## config.mk

```make
export PLATFORM = sky130hd
export DESIGN_NAME = pipeline_decode
export DESIGN_NICKNAME = d
export VERILOG_FILES = /design/src/rtl/pipeline_decode.sv
export SDC_FILE = /design/constraint.sdc
export NUM_CORES = 1
export LEC_CHECK = 0
export CORE_AREA = 4 4 172 174
export CTS_BUF_LIST = sky130_fd_sc_hd__clkbuf_8
export DETAILED_ROUTE_END_ITERATION = 8
export DIE_AREA = 0 0 176 178
export GPL_ROUTABILITY_DRIVEN = 0
export SKIP_CTS_REPAIR_TIMING = 1
export SLEW_MARGIN = 25
export SYNTH_ARGS = -nofsm -noshare
export SYNTH_HDL_FRONTEND = slang
export SYNTH_SLANG_ARGS = --single-unit
```

## constraint.sdc

```tcl
create_clock -name clk -period 2.7 [get_ports clk]
set_input_delay 0.405 -clock clk [delete_from_list [all_inputs] [get_ports clk]]
set_output_delay 0.405 -clock clk [all_outputs]
set_load 0.005 [all_outputs]
```

## src/rtl/pipeline_decode.sv

```systemverilog
// ID/EX pipeline register with load-use hazard detection, bubble insertion and a
// saturating stall counter.
module pipeline_decode #(
    parameter int          DATA_W   = 64,
    parameter int unsigned ZERO_REG = 31
) (
    input  logic                     clk,
    input  logic                     reset,

    input  logic                     valid_id,
    input  logic                     MemWrite_id,
    input  logic                     MemToReg_id,
    input  logic                     RegDest_id,
    input  logic                     RegWrite_id,
    input  logic                     ALUSrc_id,
    input  logic [2:0]               ALUOp_id,
    input  logic [4:0]               Rn_id,
    input  logic [4:0]               Rm_id,
    input  logic [4:0]               Rd_id,
    input  logic signed [DATA_W-1:0] Da_id,
    input  logic signed [DATA_W-1:0] Db_id,
    input  logic signed [DATA_W-1:0] Imm_id,
    input  logic                     flush,

    output logic                     valid_ex,
    output logic                     MemWrite_ex,
    output logic                     MemToReg_ex,
    output logic                     RegDest_ex,
    output logic                     RegWrite_ex,
    output logic                     ALUSrc_ex,
    output logic [2:0]               ALUOp_ex,
    output logic [4:0]               Rn_ex,
    output logic [4:0]               Rm_ex,
    output logic [4:0]               Rd_ex,
    output logic signed [DATA_W-1:0] Da_ex,
    output logic signed [DATA_W-1:0] Db_ex,
    output logic signed [DATA_W-1:0] Imm_ex,
    output logic                     stall,
    output logic [15:0]              stall_count
);

    localparam logic [0:0] RUN    = 1'b0;
    localparam logic [0:0] BUBBLE = 1'b1;
    localparam logic [4:0] ZERO_ADDR = 5'(ZERO_REG);

    logic [0:0] state;
    logic       hz;
    logic       loadEn;

    function automatic logic [15:0] satInc(input logic [15:0] cnt);
        return (cnt == 16'hFFFF) ? cnt : cnt + 16'd1;
    endfunction

    // Hazard: EX holds a load whose destination is read by the ID instruction.
    always_comb begin
        hz = valid_ex & MemToReg_ex & RegWrite_ex & (Rd_ex != ZERO_ADDR) & valid_id &
             ((Rd_ex == Rn_id) | (~ALUSrc_id & (Rd_ex == Rm_id)));
        stall  = hz & ~flush & (state == RUN);
        loadEn = ~reset & ~flush & ~stall;
    end

    always_ff @(posedge clk) begin
        if (reset) begin
            state       <= RUN;
            stall_count <= 16'd0;
        end else if (flush) begin
            state <= RUN;
        end else if (stall) begin
            state       <= BUBBLE;
            stall_count <= satInc(stall_count);
        end else begin
            state <= RUN;
        end
    end

    // ID -> EX boundary: load on a normal cycle, otherwise everything clears.
    always_ff @(posedge clk) begin
        if (loadEn) begin
            valid_ex    <= valid_id;
            MemWrite_ex <= MemWrite_id;
            MemToReg_ex <= MemToReg_id;
            RegDest_ex  <= RegDest_id;
            RegWrite_ex <= RegWrite_id;
            ALUSrc_ex   <= ALUSrc_id;
            ALUOp_ex    <= ALUOp_id;
            Rn_ex       <= Rn_id;
            Rm_ex       <= Rm_id;
            Rd_ex       <= Rd_id;
            Da_ex       <= Da_id;
            Db_ex       <= Db_id;
            Imm_ex      <= Imm_id;
        end else begin
            valid_ex    <= 1'b0;
            MemWrite_ex <= 1'b0;
            MemToReg_ex <= 1'b0;
            RegDest_ex  <= 1'b0;
            RegWrite_ex <= 1'b0;
            ALUSrc_ex   <= 1'b0;
            ALUOp_ex    <= 3'd0;
            Rn_ex       <= 5'd0;
            Rm_ex       <= 5'd0;
            Rd_ex       <= 5'd0;
            Da_ex       <= '0;
            Db_ex       <= '0;
            Imm_ex      <= '0;
        end
    end

endmodule

```

==> results of run 1 <==
==> layout by cell type (no fill, tap or decap), drive strengths merged, types with 7 or more instances in the layout <==
master	netlist	final
dfxtp	233	233
nand3	8	8
nor2	7	7
nand4	8	8
nand2	10	10
xnor2	11	11
a21oi	11	11
and2	216	216
clkdlybuf4s50	0	450
inv	2	18
buf	7	12
clkbuf	20	48
==> sequential cells by signal, indices dropped and copies added, names as in the netlist <==
signal,cells
Da_ex,64
Rd_ex,5
Rn_ex,5
Db_ex,64
ALUSrc_ex,1
ALUOp_ex,3
stall_count,16
valid_ex,1
RegWrite_ex,1
MemToReg_ex,1
RegDest_ex,1
Rm_ex,5
state,1
Imm_ex,64
MemWrite_ex,1
==> where the power goes <==
| group | internal (mW) | switching [mW] | total, mW |
|---|---|---|---|
| logic | 0.561 | 0.205 | 0.766 |
| registers | 3.57 | 0.0390 | 3.61 |
| clock network | 1.80 | 1.40 | 3.20 |
==> Yosys cell counts (all sizes together), types with 5 or more instances <==
library cell	n	area share
buf	7	0.0052
nand4	8	0.0074
a21oi	11	0.0081
nor3	5	0.0061
clkbuf	20	0.013
nor2	7	0.0050
nand3	8	0.0066
xnor2	11	0.014
nand2	10	0.0055
dfxtp	233	0.69
and2	216	0.20
o21ai	5	0.0037
==> critical path, stage by stage <==
cell and delay [ns]:
clkdlybuf4s50_1 0.52, xnor2_2 0.14, nand4_1 0.25, o32a_4 0.46, nor2_4 0.08, dlymetal6s2s_1 0.16
==> metrics by stage <==
stage | cells | utilization
after floorplan | 576 | -
after global placement | 1389 | 0.424
after detailed placement | 1389 | 0.424
after CTS | 1459 | 0.453
after global routing | 1461 | 0.454
final | 1462 | 0.454
==> final cells by class <==
cell class	instances	area [um2]
Fill cell	2653	15200
Antenna cell	2	5.00
Inverter	2	7.51
Clock inverter	22	145
Sequential cell	233	4670
Timing Repair Buffer	463	4630
Multi-Input combinational cell	314	2020
Tap cell	378	473
Clock buffer	48	661
==> per-layer routing <==
layer	GRT usage	part of all wire	up-vias
met5	0	0.00055	-
met4	0.0608	0.036	2
met3	0.0623	0.096	60
met2	0.234	0.49	247
met1	0.155	0.38	2498
li1	-	-	2784
==> worst paths after layout <==
| kind | startpoint | to | slack, ns |
|---|---|---|---|
| max | Rm_id[4] | stall | 0.26 |
| min reg2reg | stall_count[9] | stall_count[9] | 0.52 |
| min | Da_id[54] | Da_ex[54] | 0.43 |
| max reg2reg | Rd_ex[4] | stall_count[11] | 0.28 |
==> logic make-up after synthesis <==
| family | after synthesis |
|---|---|
| AND/OR/NAND/NOR | 273 |
| flip-flops | 233 |
| buffers and inverters | 29 |
| AO/OA/AOI/OAI | 24 |
| XOR/XNOR | 12 |
| multiplexers | 4 |
| adder cells (fa/ha/maj) | 1 |
==> flow_metrics.py, run 1 <==
metrics = {
    "status": {
        "status": "complete, no violations",
    },
    "global_route": {
        "gr-total-overflow": 0,
        "grt.total_usage": 0.140,
        "grt_max_degree": 84,
        "grt_pass1_wl_um": 33800,
        "grt_pass1_vias": 5695,
        "antenna_found_initial": 3,
    },
    "timing": {
        "setup_viol": 0,
        "hold_violations": 0,
        "slew_viol_final": 0,
        "finalCriticalPeriod_ns": 2.44,
        "fin_ws_ns": 0.262,
        "whs_ns": 0.428,
        "fin_crit_sh": 0.903,
        "clock_skew_ns": 0.0311,
        "tns_ns": 0,
        "fmax_mhz": 410,
        "rsz0062_at_grt": "false",
        "relSlewSlack": 0.729,
        "worstMarginPinSlew_ns": 0.403,
    },
    "die": {
        "start_util": 0.245,
        "io_pins": 452,
        "die_w_um": 176,
        "die_y_um": 178,
        "num_rows": 61,
        "core_area_um2": 27800,
        "die_area_um2": 31300,
    },
    "placed_design": {
        "dp.final_hpwl_um": 18300,
        "portBuffers": 451,
        "place_ws_ns": -0.150,
        "post_dp_cell_area_um2": 11800,
    },
    "cts": {
        "clk_path_buf_depth": 3,
        "cts_buffers": 42,
        "cts-root-buf": "clkbuf_8",
        "clock_latency_ns": 0.53,
        "cts_tree": "yes",
        "h-tree-depth": 2,
        "path_clk_slew_ns": 0.06,
        "clkSinkCount": 233,
    },
    "worst_setup_path": {
        "worstPathRequired_ns": 2.30,
        "reg2reg_depth": 7,
        "end_kind": "output port",
        "arrival_ns": 2.03,
        "cp-start-kind": "input pin",
        "cp_max_fo": 2,
        "criticalPathCategory": "input pin to output port",
    },
    "routing": {
        "wl_um": 23600,
        "vias": 5591,
        "viasPerCell": 3.82,
        "dr.pass1.iters": 4,
        "postRouteAntennaNets": 0,
        "post_drt_wl_per_cell_um": 16.1,
        "drc": 0,
        "dr.first_iter.drc_count": 176,
    },
    "power": {
        "p_leak_nw": 4.89,
        "pwr_density_cell_nw_per_um2": 600,
        "peakVddDrop_v": 0.000303,
        "power_mw": 7.57,
    },
    "yosys": {
        "synth_compound_area_frac": 0.0226,
        "yosys_warnings": 0,
        "synth_ff_type": "dfxtp_1",
        "muxShareOfSynthArea": 0.00662,
        "yosysSeqAreaShare": 0.686,
        "synth-simple-area-share": 0.248,
        "synth_xor_xnor_area_share": 0.0155,
        "synthArstFlopShare": 0,
        "ys_types": 35,
        "syn_nets": 796,
        "synth_fa_ha_area_frac": 0.00184,
        "avgSynthCellArea_um2": 11.8,
        "ys_ff_latch": 233,
        "synth_edf_count": 0,
        "synth_top_family_by_area": "simple AND/OR/NAND/NOR gates",
        "syn_area_um2": 6800,
        "postSynthCellCount": 576,
    },
    "layout": {
        "fin_area_um2": 12600,
        "area_delta_synth_final_pct": 85.5,
        "layout-drive-gt1-share": 0.0776,
        "nets": 1276,
    },
    "job": {
        "cap_viol_max_count": 0,
    },
    "worst_hold_path": {
        "hp-class": "input pin to flop",
        "min_path_cells": 2,
    },
}
No activity file was read; power rests on OpenSTA's default activity.
==> run 2: changes to the inputs <==
Settings changed: ABC_AREA from default to 1, CORE_AREA 4 4 172 174 to 4 4 175 177, DIE_AREA 0 0 176 178 to 0 0 179 181, PLACE_DENSITY from default to 0.69.
==> flow_metrics.py, run 2 <==
metrics = {
    "status": {
        "status": "complete, no violations",
    },
    "cts": {
        "clkSinkCount": 233,
        "clk_path_buf_depth": 3,
        "path_clk_slew_ns": 0.07,
        "cts_buffers": 40,
        "clock_latency_ns": 0.52,
        "h-tree-depth": 2,
        "cts_tree": "yes",
        "cts-root-buf": "clkbuf_8",
    },
    "routing": {
        "dr.pass1.iters": 4,
        "dr.first_iter.drc_count": 273,
        "drc": 0,
        "viasPerCell": 3.77,
        "vias": 6602,
        "wl_um": 24400,
        "postRouteAntennaNets": 0,
        "post_drt_wl_per_cell_um": 13.9,
    },
    "yosys": {
        "synth_top_area_frac": 0.650,
        "synth_xor_xnor_area_share": 0.00122,
        "synth_common_cells": "nor2_1, inv_1, dfxtp_1",
        "synth.top_cells.by_area": "dfxtp_1, nor2_1, inv_1, nand2_1, buf_2",
        "synth_ff_type": "dfxtp_1",
        "syn_nets": 1077,
        "synth-simple-area-share": 0.194,
        "synthArstFlopShare": 0,
        "synth_fa_ha_area_frac": 0.00174,
        "synth_edf_count": 0,
        "synth_top_family_by_area": "simple AND/OR/NAND/NOR gates",
        "yosysSeqAreaShare": 0.650,
        "syn_area_um2": 7180,
        "muxShareOfSynthArea": 0,
        "synth_most_common_cell": "nor2_1",
        "synth_compound_area_frac": 0.00767,
        "synth_top_area_cell": "dfxtp_1",
        "yosys_warnings": 0,
        "postSynthCellCount": 857,
        "ys_ff_latch": 233,
        "avgSynthCellArea_um2": 8.37,
        "ys_types": 23,
    },
    "power": {
        "peakVddDrop_v": 0.000351,
        "power_mw": 7.57,
        "pwr_density_cell_nw_per_um2": 584,
        "p_leak_nw": 6.06,
    },
    "worst_setup_path": {
        "worstSetupPathDepth": 9,
        "arrival_ns": 2.11,
        "setup.worst_path.start": "Rd_ex[1]",
        "cp_max_fo": 4,
        "cp-start-kind": "flop",
        "endpoint": "stall",
        "cp_cell_sequence": "inv_1 > nand2_1 > nand2_1 > nor2_1 > nand3_1 > nand2_2 > nand2_4 > inv_1 > clkdlybuf4s50_1",
        "path_delay_family": "buffers and inverters",
        "critPathSlowestCell": "clkdlybuf4s50_1",
        "worstPathRequired_ns": 2.30,
        "reg2reg_depth": 11,
        "end_kind": "output port",
        "reg2reg_slack_ns": 0.78,
        "r2r-end": "Db_ex[32]",
        "r2r_start": "Rd_ex[1]",
        "slowest_delay_ns": 0.49,
        "crit_buf_inv": 3,
        "criticalPathCategory": "flop to output port",
    },
    "layout": {
        "layout-drive-gt1-share": 0.0587,
        "nets": 1556,
        "area_delta_synth_final_pct": 80.5,
        "nFillCells": 2762,
        "final_cell_mix": "clkdlybuf4s50_1, nor2_1, inv_1",
        "antennaDiodeCount": 0,
        "fin_area_um2": 13000,
        "top_regs": "Da_ex (64), Db_ex (64), Imm_ex (64)",
        "layout.cells.non_filler": 1753,
        "layout_commonest_cell": "clkdlybuf4s50_1",
    },
    "die": {
        "die_y_um": 181,
        "start_util": 0.245,
        "core_area_um2": 29200,
        "die_area_um2": 32400,
        "die_w_um": 179,
        "num_rows": 63,
        "io_pins": 452,
    },
    "timing": {
        "hold_violations": 0,
        "finalCriticalPeriod_ns": 2.52,
        "rsz0062_at_grt": "false",
        "relSlewSlack": 0.675,
        "fmax_mhz": 397,
        "tns_ns": 0,
        "slew_viol_final": 0,
        "fin_crit_sh": 0.933,
        "setup_viol": 0,
        "clock_skew_ns": 0.0125,
        "worstMarginPinSlew_ns": 0.486,
    },
    "global_route": {
        "gr-total-overflow": 0,
        "antenna_found_initial": 0,
        "grt_pass1_wl_um": 36300,
        "grt_max_degree": 58,
        "grt_pass1_vias": 6875,
        "grt.total_usage": 0.144,
    },
    "worst_hold_path": {
        "min_from": "Db_id[17]",
        "hp-class": "input pin to flop",
    },
    "placed_design": {
        "post_dp_cell_area_um2": 12200,
        "portBuffers": 451,
        "place_inst": 1684,
        "dp.final_hpwl_um": 19100,
    },
    "job": {
        "cap_viol_max_count": 0,
    },
}
run 2: cell types whose count changed after synthesis, sizes merged, moves of 5 or more:
cell / change
xnor2: -10
clkbuf: -20
nand2: +54
a21oi: -5
nor2: +254
inv: +237
buf: +18
and2: -216
run 2: worst min-delay path by stage:
stage / end / cells after the start
after floorplan: state / 1
after global placement: stall_count[0] / 2
after detailed placement: stall_count[0] / 2
after CTS: Db_ex[30] / 3
after global routing: Db_ex[56] / 3
final: Db_ex[17] / 3
run 2: worst min-delay path, cell delays in order:
cell,delay (ns)
clkdlybuf4s50_1,0.39
inv_1,0.05
nor2_1,0.03
run 2: metal layers:
layer  GRT usage  wire (um)  vias up
met5           0          0        -
met4      0.0528        736        0
met3      0.0757       3220       55
met2       0.258      12100      324
met1       0.139       8360     2873
li1            -          -     3350
run 2: area by class of cell:
cell class / instances / area (um2) / area share
Clock inverter: 20 / 116 / 0.00898
Multi-Input combinational cell: 360 / 1480 / 0.114
Timing Repair Buffer: 462 / 4630 / 0.358
Clock buffer: 49 / 674 / 0.0521
Tap cell: 390 / 488 / 0.0377
Inverter: 239 / 897 / 0.0692
Sequential cell: 233 / 4670 / 0.360
run 2: kinds of logic after synthesis:
group                    count (synthesis)
AO/OA/AOI/OAI                           11
XOR/XNOR                                 1
adder cells (fa/ha/maj)                  1
buffers and inverters                  264
flip-flops                             233
AND/OR/NAND/NOR                        347
run 2: stage by stage:
step	hold WS, ns	utilization	worst slack [ns]
after detailed placement	0.500	0.416	0.215
after global routing	0.368	0.443	0.0434
after global placement	0.487	0.416	0.242
after floorplan	0.482	-	1.10
after CTS	0.343	0.443	0.0648
final	0.399	0.443	0.181
run 2: power by group:
part           internal, mW  switching, mW  leakage [nW]
Combinational         0.550          0.280          3.70
Clock                  1.73           1.40         0.448
Sequential             3.57         0.0390          1.91
